$ cat config.mk
export PLATFORM = sky130hd
export DESIGN_NAME = onehot_scan_decoder
export DESIGN_NICKNAME = d
export VERILOG_FILES = /design/src/rtl/dec_pkg.sv /design/src/rtl/dec_dwell_cnt.sv /design/src/rtl/onehot_scan_decoder.sv
export SDC_FILE = /design/constraint.sdc
export NUM_CORES = 1
export LEC_CHECK = 0
export CAP_MARGIN = 25
export CORE_ASPECT_RATIO = 1.25
export CORE_MARGIN = 10
export CORE_UTILIZATION = 25
export DETAILED_ROUTE_END_ITERATION = 12
export GPL_TIMING_DRIVEN = 0
export HOLD_SLACK_MARGIN = 0.05
export PLACE_DENSITY = 0.57
export SYNTH_ARGS = -nofsm -noshare
export SYNTH_HDL_FRONTEND = slang
export SYNTH_SLANG_ARGS = --single-unit
$ cat constraint.sdc
create_clock -name clk -period 5.16 [get_ports clk]
set_clock_uncertainty 0.2 [all_clocks]
set_input_delay 0.774 -clock clk [delete_from_list [all_inputs] [get_ports clk]]
set_output_delay 0.774 -clock clk [all_outputs]
set_load 0.05 [all_outputs]
$ cat src/rtl/dec_pkg.sv
// Shared types and helpers for the registered one-hot scan decoder.
// Holds the controller state encoding and the select-to-one-hot function.
package dec_pkg;

    localparam int DEC_MAX_SEL_W = 8;
    localparam int DEC_MAX_OUT_W = 1 << DEC_MAX_SEL_W;

    typedef enum logic [1:0] {
        IDLE = 2'd0,
        HOLD = 2'd1,
        SCAN = 2'd2
    } dec_state_e;

    // Callers take the low 2**SEL_W bits of the result.
    function automatic logic [DEC_MAX_OUT_W-1:0] onehot(input logic [DEC_MAX_SEL_W-1:0] sel);
        logic [DEC_MAX_OUT_W-1:0] v;
        v = '0;
        v[sel] = 1'b1;
        return v;
    endfunction

endpackage

$ cat src/rtl/dec_dwell_cnt.sv
// Loadable down-counter that times how long each strobe dwells.
// The zero flag marks the last cycle of the current strobe.
module dec_dwell_cnt #(
    parameter int DWELL_W = 8
) (
    input  logic               clk,
    input  logic               rst,
    input  logic               load,
    input  logic [DWELL_W-1:0] load_val,
    input  logic               dec,
    output logic               zero
);

    logic [DWELL_W-1:0] count_q;
    logic [DWELL_W-1:0] count_d;

    always_comb begin
        count_d = count_q;
        if (load) begin
            count_d = load_val;
        end else if (dec) begin
            count_d = count_q - DWELL_W'(1);
        end
    end

    always_ff @(posedge clk) begin
        if (rst) begin
            count_q <= '0;
        end else begin
            count_q <= count_d;
        end
    end

    assign zero = (count_q == '0);

endmodule

$ cat src/rtl/onehot_scan_decoder.sv
// Registered SEL_W-to-2**SEL_W one-hot strobe generator with programmable dwell.
// Scan mode (walk the strobe across every output) exists only with ONEHOT_SCAN_DECODER_SCAN_EN.
module onehot_scan_decoder
    import dec_pkg::*;
#(
    parameter int SEL_W   = 3,
    parameter int DWELL_W = 8,
    localparam int OUT_W  = 1 << SEL_W
) (
    input  logic               clk,
    input  logic               rst,
    input  logic               in_valid,
    output logic               in_ready,
    input  logic [SEL_W-1:0]   in_sel,
    input  logic               in_mode,
    input  logic [DWELL_W-1:0] in_dwell,
    input  logic               abort,
    output logic [OUT_W-1:0]   y,
    output logic               busy,
    output logic               done
);

    dec_state_e         state_q, state_d;
    logic [OUT_W-1:0]   y_q, y_d;
    logic               done_q, done_d;

    logic               accept;
    logic               cnt_load;
    logic               cnt_dec;
    logic [DWELL_W-1:0] cnt_load_val;
    logic               cnt_zero;

    logic [SEL_W-1:0]         oh_sel;
    logic [DEC_MAX_OUT_W-1:0] oh_wide;
    logic [OUT_W-1:0]         sel_oh;
    logic                     unused_oh;

`ifdef ONEHOT_SCAN_DECODER_SCAN_EN
    logic [SEL_W-1:0]   idx_q, idx_d;
    logic [SEL_W-1:0]   step_q, step_d;
    logic [DWELL_W-1:0] dwell_q, dwell_d;
`else
    logic               unused_mode;
    assign unused_mode = in_mode;
`endif

    assign in_ready = (state_q == IDLE) && !abort && !rst;
    assign accept   = in_valid && in_ready;

    // While scanning, the decoded select is the next index, so a step reuses the same decoder.
    always_comb begin
        oh_sel = in_sel;
`ifdef ONEHOT_SCAN_DECODER_SCAN_EN
        if (state_q == SCAN) begin
            oh_sel = idx_q + SEL_W'(1);
        end
`endif
    end

    assign oh_wide   = onehot(DEC_MAX_SEL_W'(oh_sel));
    assign sel_oh    = oh_wide[OUT_W-1:0];
    assign unused_oh = ^oh_wide;

    always_comb begin
        state_d      = state_q;
        y_d          = y_q;
        done_d       = 1'b0;
        cnt_load     = 1'b0;
        cnt_dec      = 1'b0;
        cnt_load_val = in_dwell;
`ifdef ONEHOT_SCAN_DECODER_SCAN_EN
        idx_d        = idx_q;
        step_d       = step_q;
        dwell_d      = dwell_q;
`endif
        case (state_q)
            IDLE: begin
                if (accept) begin
                    y_d      = sel_oh;
                    cnt_load = 1'b1;
`ifdef ONEHOT_SCAN_DECODER_SCAN_EN
                    if (in_mode) begin
                        state_d = SCAN;
                        idx_d   = in_sel;
                        step_d  = SEL_W'(OUT_W - 1);
                        dwell_d = in_dwell;
                    end else begin
                        state_d = HOLD;
                    end
`else
                    state_d = HOLD;
`endif
                end
            end
            HOLD: begin
                if (abort) begin
                    state_d = IDLE;
                    y_d     = '0;
                end else if (cnt_zero) begin
                    state_d = IDLE;
                    y_d     = '0;
                    done_d  = 1'b1;
                end else begin
                    cnt_dec = 1'b1;
                end
            end
`ifdef ONEHOT_SCAN_DECODER_SCAN_EN
            SCAN: begin
                if (abort) begin
                    state_d = IDLE;
                    y_d     = '0;
                end else if (cnt_zero) begin
                    if (step_q == '0) begin
                        state_d = IDLE;
                        y_d     = '0;
                        done_d  = 1'b1;
                    end else begin
                        idx_d        = idx_q + SEL_W'(1);
                        y_d          = sel_oh;
                        cnt_load     = 1'b1;
                        cnt_load_val = dwell_q;
                        step_d       = step_q - SEL_W'(1);
                    end
                end else begin
                    cnt_dec = 1'b1;
                end
            end
`endif
            default: begin
                state_d = IDLE;
                y_d     = '0;
            end
        endcase
    end

    always_ff @(posedge clk) begin
        if (rst) begin
            state_q <= IDLE;
            y_q     <= '0;
            done_q  <= 1'b0;
`ifdef ONEHOT_SCAN_DECODER_SCAN_EN
            idx_q   <= '0;
            step_q  <= '0;
            dwell_q <= '0;
`endif
        end else begin
            state_q <= state_d;
            y_q     <= y_d;
            done_q  <= done_d;
`ifdef ONEHOT_SCAN_DECODER_SCAN_EN
            idx_q   <= idx_d;
            step_q  <= step_d;
            dwell_q <= dwell_d;
`endif
        end
    end

    dec_dwell_cnt #(
        .DWELL_W (DWELL_W)
    ) u_dwell_cnt (
        .clk      (clk),
        .rst      (rst),
        .load     (cnt_load),
        .load_val (cnt_load_val),
        .dec      (cnt_dec),
        .zero     (cnt_zero)
    );

    assign y    = y_q;
    assign busy = (state_q != IDLE);
    assign done = done_q;

endmodule

==> flow_summary.toml, run 1 <==
[placement]
dp_hpwl_um = 1890
place_congestion = 0.779
io_buffers = 25

[logic_synthesis]
synth_compound_area_frac = 0.216
ys.warnings.count = 0
synthDistinctLibCells = 30
synthTopCellsByArea = "dfxtp_1 (43%), a211oi_1 (7.1%), nor2_1 (4.9%), a32o_1 (4.7%), a22o_1 (4.1%)"
synth_xor_area_frac = 0.0415
synthSimpleGateAreaFrac = 0.240
synth_top_family_by_area = "simple AND/OR/NAND/NOR gates"
synth_area_um2 = 845
seq_area_frac_synth = 0.427
netlist_instances = 90
netlist.area_leader.share = 0.427
synth_fa_ha_area_frac = 0.0296
syn_avg_cell_area_um2 = 9.38
synth_largest_area_cell = "dfxtp_1"
synthMuxAreaShare = 0.0237
ys_ff_latch = 18
syn_nets = 108

[floorplanning]
ios = 27
die_h_um = 85.0
coreArea_um2 = 3220
dieArea_um2 = 6120
row_count = 23
start_util = 0.262
dieWidth_um = 72.0

[routing]
via_count = 785
avgRoutedWirePerCell_um = 14.8
dr.pass1.iters = 2
first_iter_violations = 4
wl_um = 2300
viasPerCell = 5.06
postRouteAntennaNets = 0
drcViolationCount = 0

[outcome]
outcome = "completed"

[final_layout]
area_delta_synth_final_pct = 40.0
final_common_cell = "clkdlybuf4s50_1"
nets = 138
layout_common_cells = "clkdlybuf4s50_1 (25), dfxtp_1 (18), nor2_1 (11)"
drive_gt1_frac = 0.0424
insertedDiodeCount = 0

[worst_setup_path]
worst_ep_arrival_time_ns = 2.54
reg2reg_to = "y[2]"
r2r_slack_ns = 2.95
end_kind = "primary output"
cp-start-kind = "primary input"
crit_type = "primary input to primary output"
reg2reg_from = "u_dwell_cnt.count_q[0]"
reg2reg_depth = 6
cp.required_ns = 4.19
crit_fanout = 7

[power_and_ir_drop]
finalPower_w = 0.000299
p_leak_nw = 0.438
irDropWorstVdd_mv = 0.140
powerDensity_nw_per_um2 = 253

[global_route]
grt_antenna_before_repair = 0
grt_pass1_wl_um = 3860
grt_max_degree = 11
grtUsageTotal = 0.0770
grt_pass1_vias = 868
globalRoute.totalOverflow = 0

[cts]
cts-hold-fix-buffers = 0
cts.sinks = 18
clock_latency_ns = 0.25
post_cts_buffers = 0
cts_buffer_depth = 2
ctsResizeCount = 0
cts-htree-levels = 1
cts-buffers-inserted = 3
cts_tree = "yes"
cts-root-buf = "clkbuf_8"
clkTransAtPathRegs_ns = 0.07

[sta]
finalSetupViolCount = 0
slew_headroom = 0.568
worst_pin_slew_ns = 0.649
final.period_utilization = 0.681
timing.final.hold_violations = 0
rsz0062_at_grt = "false"
fmaxAchievable_mhz = 284
maxSlewViolCount = 0
period_minus_slack_ns = 3.52
finalSetupTns_ns = 0

[worst_hold_path]
hp-start = "y[7]"
hold_end = "y[7]"
whs_path_depth = 1
hold_path_class = "flop to flop"

[run]
drv_cap = 0
[worst max-delay path: stages]
cell,delay [ns]
clkdlybuf4s50_1,0.51
nor3_1,0.36
clkdlybuf4s50_1,0.89
[worst max-delay path by stage]
| stage | start | end | slack [ns] | cells after the start |
|---|---|---|---|---|
| floorplan | abort | u_dwell_cnt.count_q[3] | 2.13 | 5 |
| global placement | rst | in_ready | 1.70 | 3 |
| detailed placement | rst | in_ready | 1.69 | 3 |
| CTS | rst | in_ready | 1.67 | 3 |
| global route | rst | in_ready | 1.60 | 3 |
| finish | rst | in_ready | 1.64 | 3 |
[where the power goes]
group	switching, W	internal, W
clock network	0.0000452	0.0000519
registers	0.00000492	0.000144
logic	0.0000280	0.0000252
total	0.0000781	0.000221
[synth_stat cells (all sizes together)]
cell,count
a211oi,8
a21boi,1
a21o,1
a21oi,2
a22o,4
a32o,4
and2,1
and3,1
clkbuf,2
dfxtp,18
ha,2
inv,3
mux2i,2
nand2,3
nand3,2
nand4,2
nor2,11
nor2b,3
nor3,4
nor3b,2
nor4,1
o211a,1
o21ai,1
o21bai,1
or3b,1
or4,3
or4b,2
xnor2,3
xor2,1
[sequential cells by signal (all words and copies together), names as in the netlist]
signal	count
state_q	1
y	8
u_dwell_cnt.count_q	8
done	1
[stage by stage]
| stage | hold WS [ns] | utilization | instance area [um2] | setup slack (ns) | cells |
|---|---|---|---|---|---|
| 5_1_grt | 0.301 | 0.367 | 1180 | 1.60 | 155 |
| 3_5_place_dp | 0.258 | 0.354 | 1140 | 1.69 | 152 |
| 2_1_floorplan | 0.352 | - | 845 | 2.13 | 90 |
| 4_1_cts | 0.279 | 0.367 | 1180 | 1.67 | 155 |
| 3_3_place_gp | 0.255 | 0.354 | 1140 | 1.70 | 152 |
| 6_report | 0.273 | 0.367 | 1180 | 1.64 | 155 |
[cell type report]
class                           instances  area (um2)
Buffer                                  2        7.51
Clock buffer                            3        41.3
Fill cell                             342        2040
Inverter                                3        11.3
Multi-Input combinational cell         67         465
Sequential cell                        18         360
Tap cell                               37        46.3
Timing Repair Buffer                   25         250
[routing by layer]
metal  track usage  wire length (um)
met4        0.0212                19
met2         0.135              1100
met5             0                 0
met1        0.0686               880
met3        0.0548               296
[kinds of logic after synthesis]
kind of cell / Yosys count
DFF: 18
muxes: 2
AOI/OAI and AO/OA: 23
adders and majority gates: 2
xor gates and xnor gates: 4
buffers and inverters: 5
and+or+nand+nor: 36
Power figures use the tool's default switching activity.
==> inputs of run 2 (changes only) <==
--- a/config.mk
+++ b/config.mk
@@ -12,7 +12,7 @@
 export DETAILED_ROUTE_END_ITERATION = 12
 export GPL_TIMING_DRIVEN = 0
 export HOLD_SLACK_MARGIN = 0.05
-export PLACE_DENSITY = 0.57
+export PLACE_DENSITY = 0.58
 export SYNTH_ARGS = -nofsm -noshare
 export SYNTH_HDL_FRONTEND = slang
 export SYNTH_SLANG_ARGS = --single-unit
==> constraint.sdc (replaced) <==
create_clock -name clk -period 3.1 [get_ports clk]
set_clock_uncertainty 0.2 [all_clocks]
set_input_delay 0.465 -clock clk [delete_from_list [all_inputs] [get_ports clk]]
set_output_delay 0.465 -clock clk [all_outputs]
set_load 0.05 [all_outputs]
==> run 2 against run 1 <==
Against the previous run:
- largest power group unchanged
- combinational power is 66% higher
- routed wire length hardly changed
- non-clock buffer count stayed put
- sequential share of layout area is 0.35 points lower
- via count is 1.0% higher
- critical path depth stayed put
- register-to-register slack worse by 2.1 ns
- worst hold slack hardly changed
==> flow_summary.toml, run 2 (synthesized netlist as in run 1, its figures left out) <==
[worst_setup_path]
cp-start-kind = "primary input"
worst_ep_arrival_time_ns = 2.19
cpLargestDelayFamily = "buffers and inverters"
cp_slowest_cell = "clkdlybuf4s50_1"
crit_top_cell = "clkdlybuf4s50_1"
worstPathCellList = "clkdlybuf4s50_1, nor3_1, clkdlybuf4s50_1"
crit_fanout = 7
crit_type = "primary input to primary output"
cp.required_ns = 2.43
cp_slowest_stage_delay_ns = 0.89
end_kind = "primary output"
crit_buf_inv = 2

[global_route]
grtUsageTotal = 0.0769
grt_antenna_before_repair = 0
grt_pass1_wl_um = 3870
grt_max_degree = 11
globalRoute.totalOverflow = 0
grt_pass1_vias = 892

[power_and_ir_drop]
finalPower_w = 0.000527
sw_frac_of_total = 0.253
comb_power_share = 0.167
p_sw_w = 0.000133
p_leak_nw = 0.446
powerDensity_nw_per_um2 = 441
clock_power_share = 0.363
irDropWorstVdd_mv = 0.191
internal_power_w = 0.000394
p_seq_frac = 0.470

[final_layout]
nets = 138
drive_gt1_frac = 0.0504
insertedDiodeCount = 0
final_common_cell = "clkdlybuf4s50_1"
layout_common_cells = "clkdlybuf4s50_1 (25), dfxtp_1 (18), nor2_1 (11)"
n_fill_cell = 354
multi_input_area_um2 = 465
area_delta_synth_final_pct = 41.6
regArea_um2 = 360

[routing]
avgRoutedWirePerCell_um = 14.8
via_count = 793
first_iter_violations = 17
postRouteAntennaNets = 0
dr.pass1.iters = 4
viasPerCell = 5.08
drcViolationCount = 0
wl_um = 2300

[floorplanning]
row_count = 23
die_h_um = 85.0
start_util = 0.262
ios = 27
dieArea_um2 = 6120
coreArea_um2 = 3220
dieWidth_um = 72.0

[sta]
maxSlewViolCount = 0
period_minus_slack_ns = 2.85
slew_headroom = 0.569
worst_pin_slew_ns = 0.647
finalSetupViolCount = 0
final.period_utilization = 0.921
fmaxAchievable_mhz = 350
finalSetupTns_ns = 0
rsz0062_at_grt = "false"
timing.final.hold_violations = 0
fin_ws_ns = 0.246

[placement]
io_buffers = 25
place_congestion = 0.823
pre_cts_ws_ns = 0.253
dp_hpwl_um = 1810

[cts]
cts-root-buf = "clkbuf_8"
cts-hold-fix-buffers = 0
post_cts_buffers = 0
cts_tree = "yes"
cts.sinks = 18
cts-htree-levels = 1
clock_latency_ns = 0.25
cts-buffers-inserted = 3
cts_buffer_depth = 2
clkTransAtPathRegs_ns = 0.06
ctsResizeCount = 0

[outcome]
outcome = "completed"

[worst_hold_path]
hold_path_class = "flop to flop"

[run]
drv_cap = 0
[run 2: worst paths after layout]
kind | start | to | slack (ns) | cells past startpoint
setup / recovery | rst | in_ready | 0.25 | 3
hold / removal | y[1] | y[1] | 0.27 | 1
setup reg to reg | u_dwell_cnt.count_q[0] | y[4] | 0.85 | 6
hold reg to reg | y[1] | y[1] | 0.27 | 1
[run 2: routing by layer]
layer  global-route usage  wire length, um  vias up
met5                    0                0        -
met4               0.0317               34        0
met3               0.0455              271        5
met2                0.131             1060       26
met1               0.0732              931      362
li1                     -                -      400
[run 2: metrics by stage]
step,cells,area [um2],util,hold slack (ns)
final,156,1200,0.371,0.273
after floorplan,90,845,-,0.352
after detailed placement,152,1140,0.354,0.259
after global placement,152,1140,0.354,0.253
after global routing,156,1200,0.371,0.309
after CTS,156,1200,0.371,0.281
[run 2: power groups by stage]
stage          Sequential [W]  Clock, W  Combinational [W]
6_report             0.000248  0.000191          0.0000883
5_1_grt              0.000249  0.000210          0.0000988
4_1_cts              0.000248  0.000199          0.0000890
3_5_place_dp         0.000253         0          0.0000887
3_3_place_gp         0.000253         0          0.0000872
2_1_floorplan        0.000257         0          0.0000467
[run 2: cell type report]
type	instances	area share
multi-input cells	67	0.389
repair buffers	25	0.209
inverters	3	0.00941
plain buffers	2	0.00628
flip-flops and latches	18	0.301
well taps	37	0.0387
clock buffers	4	0.0460
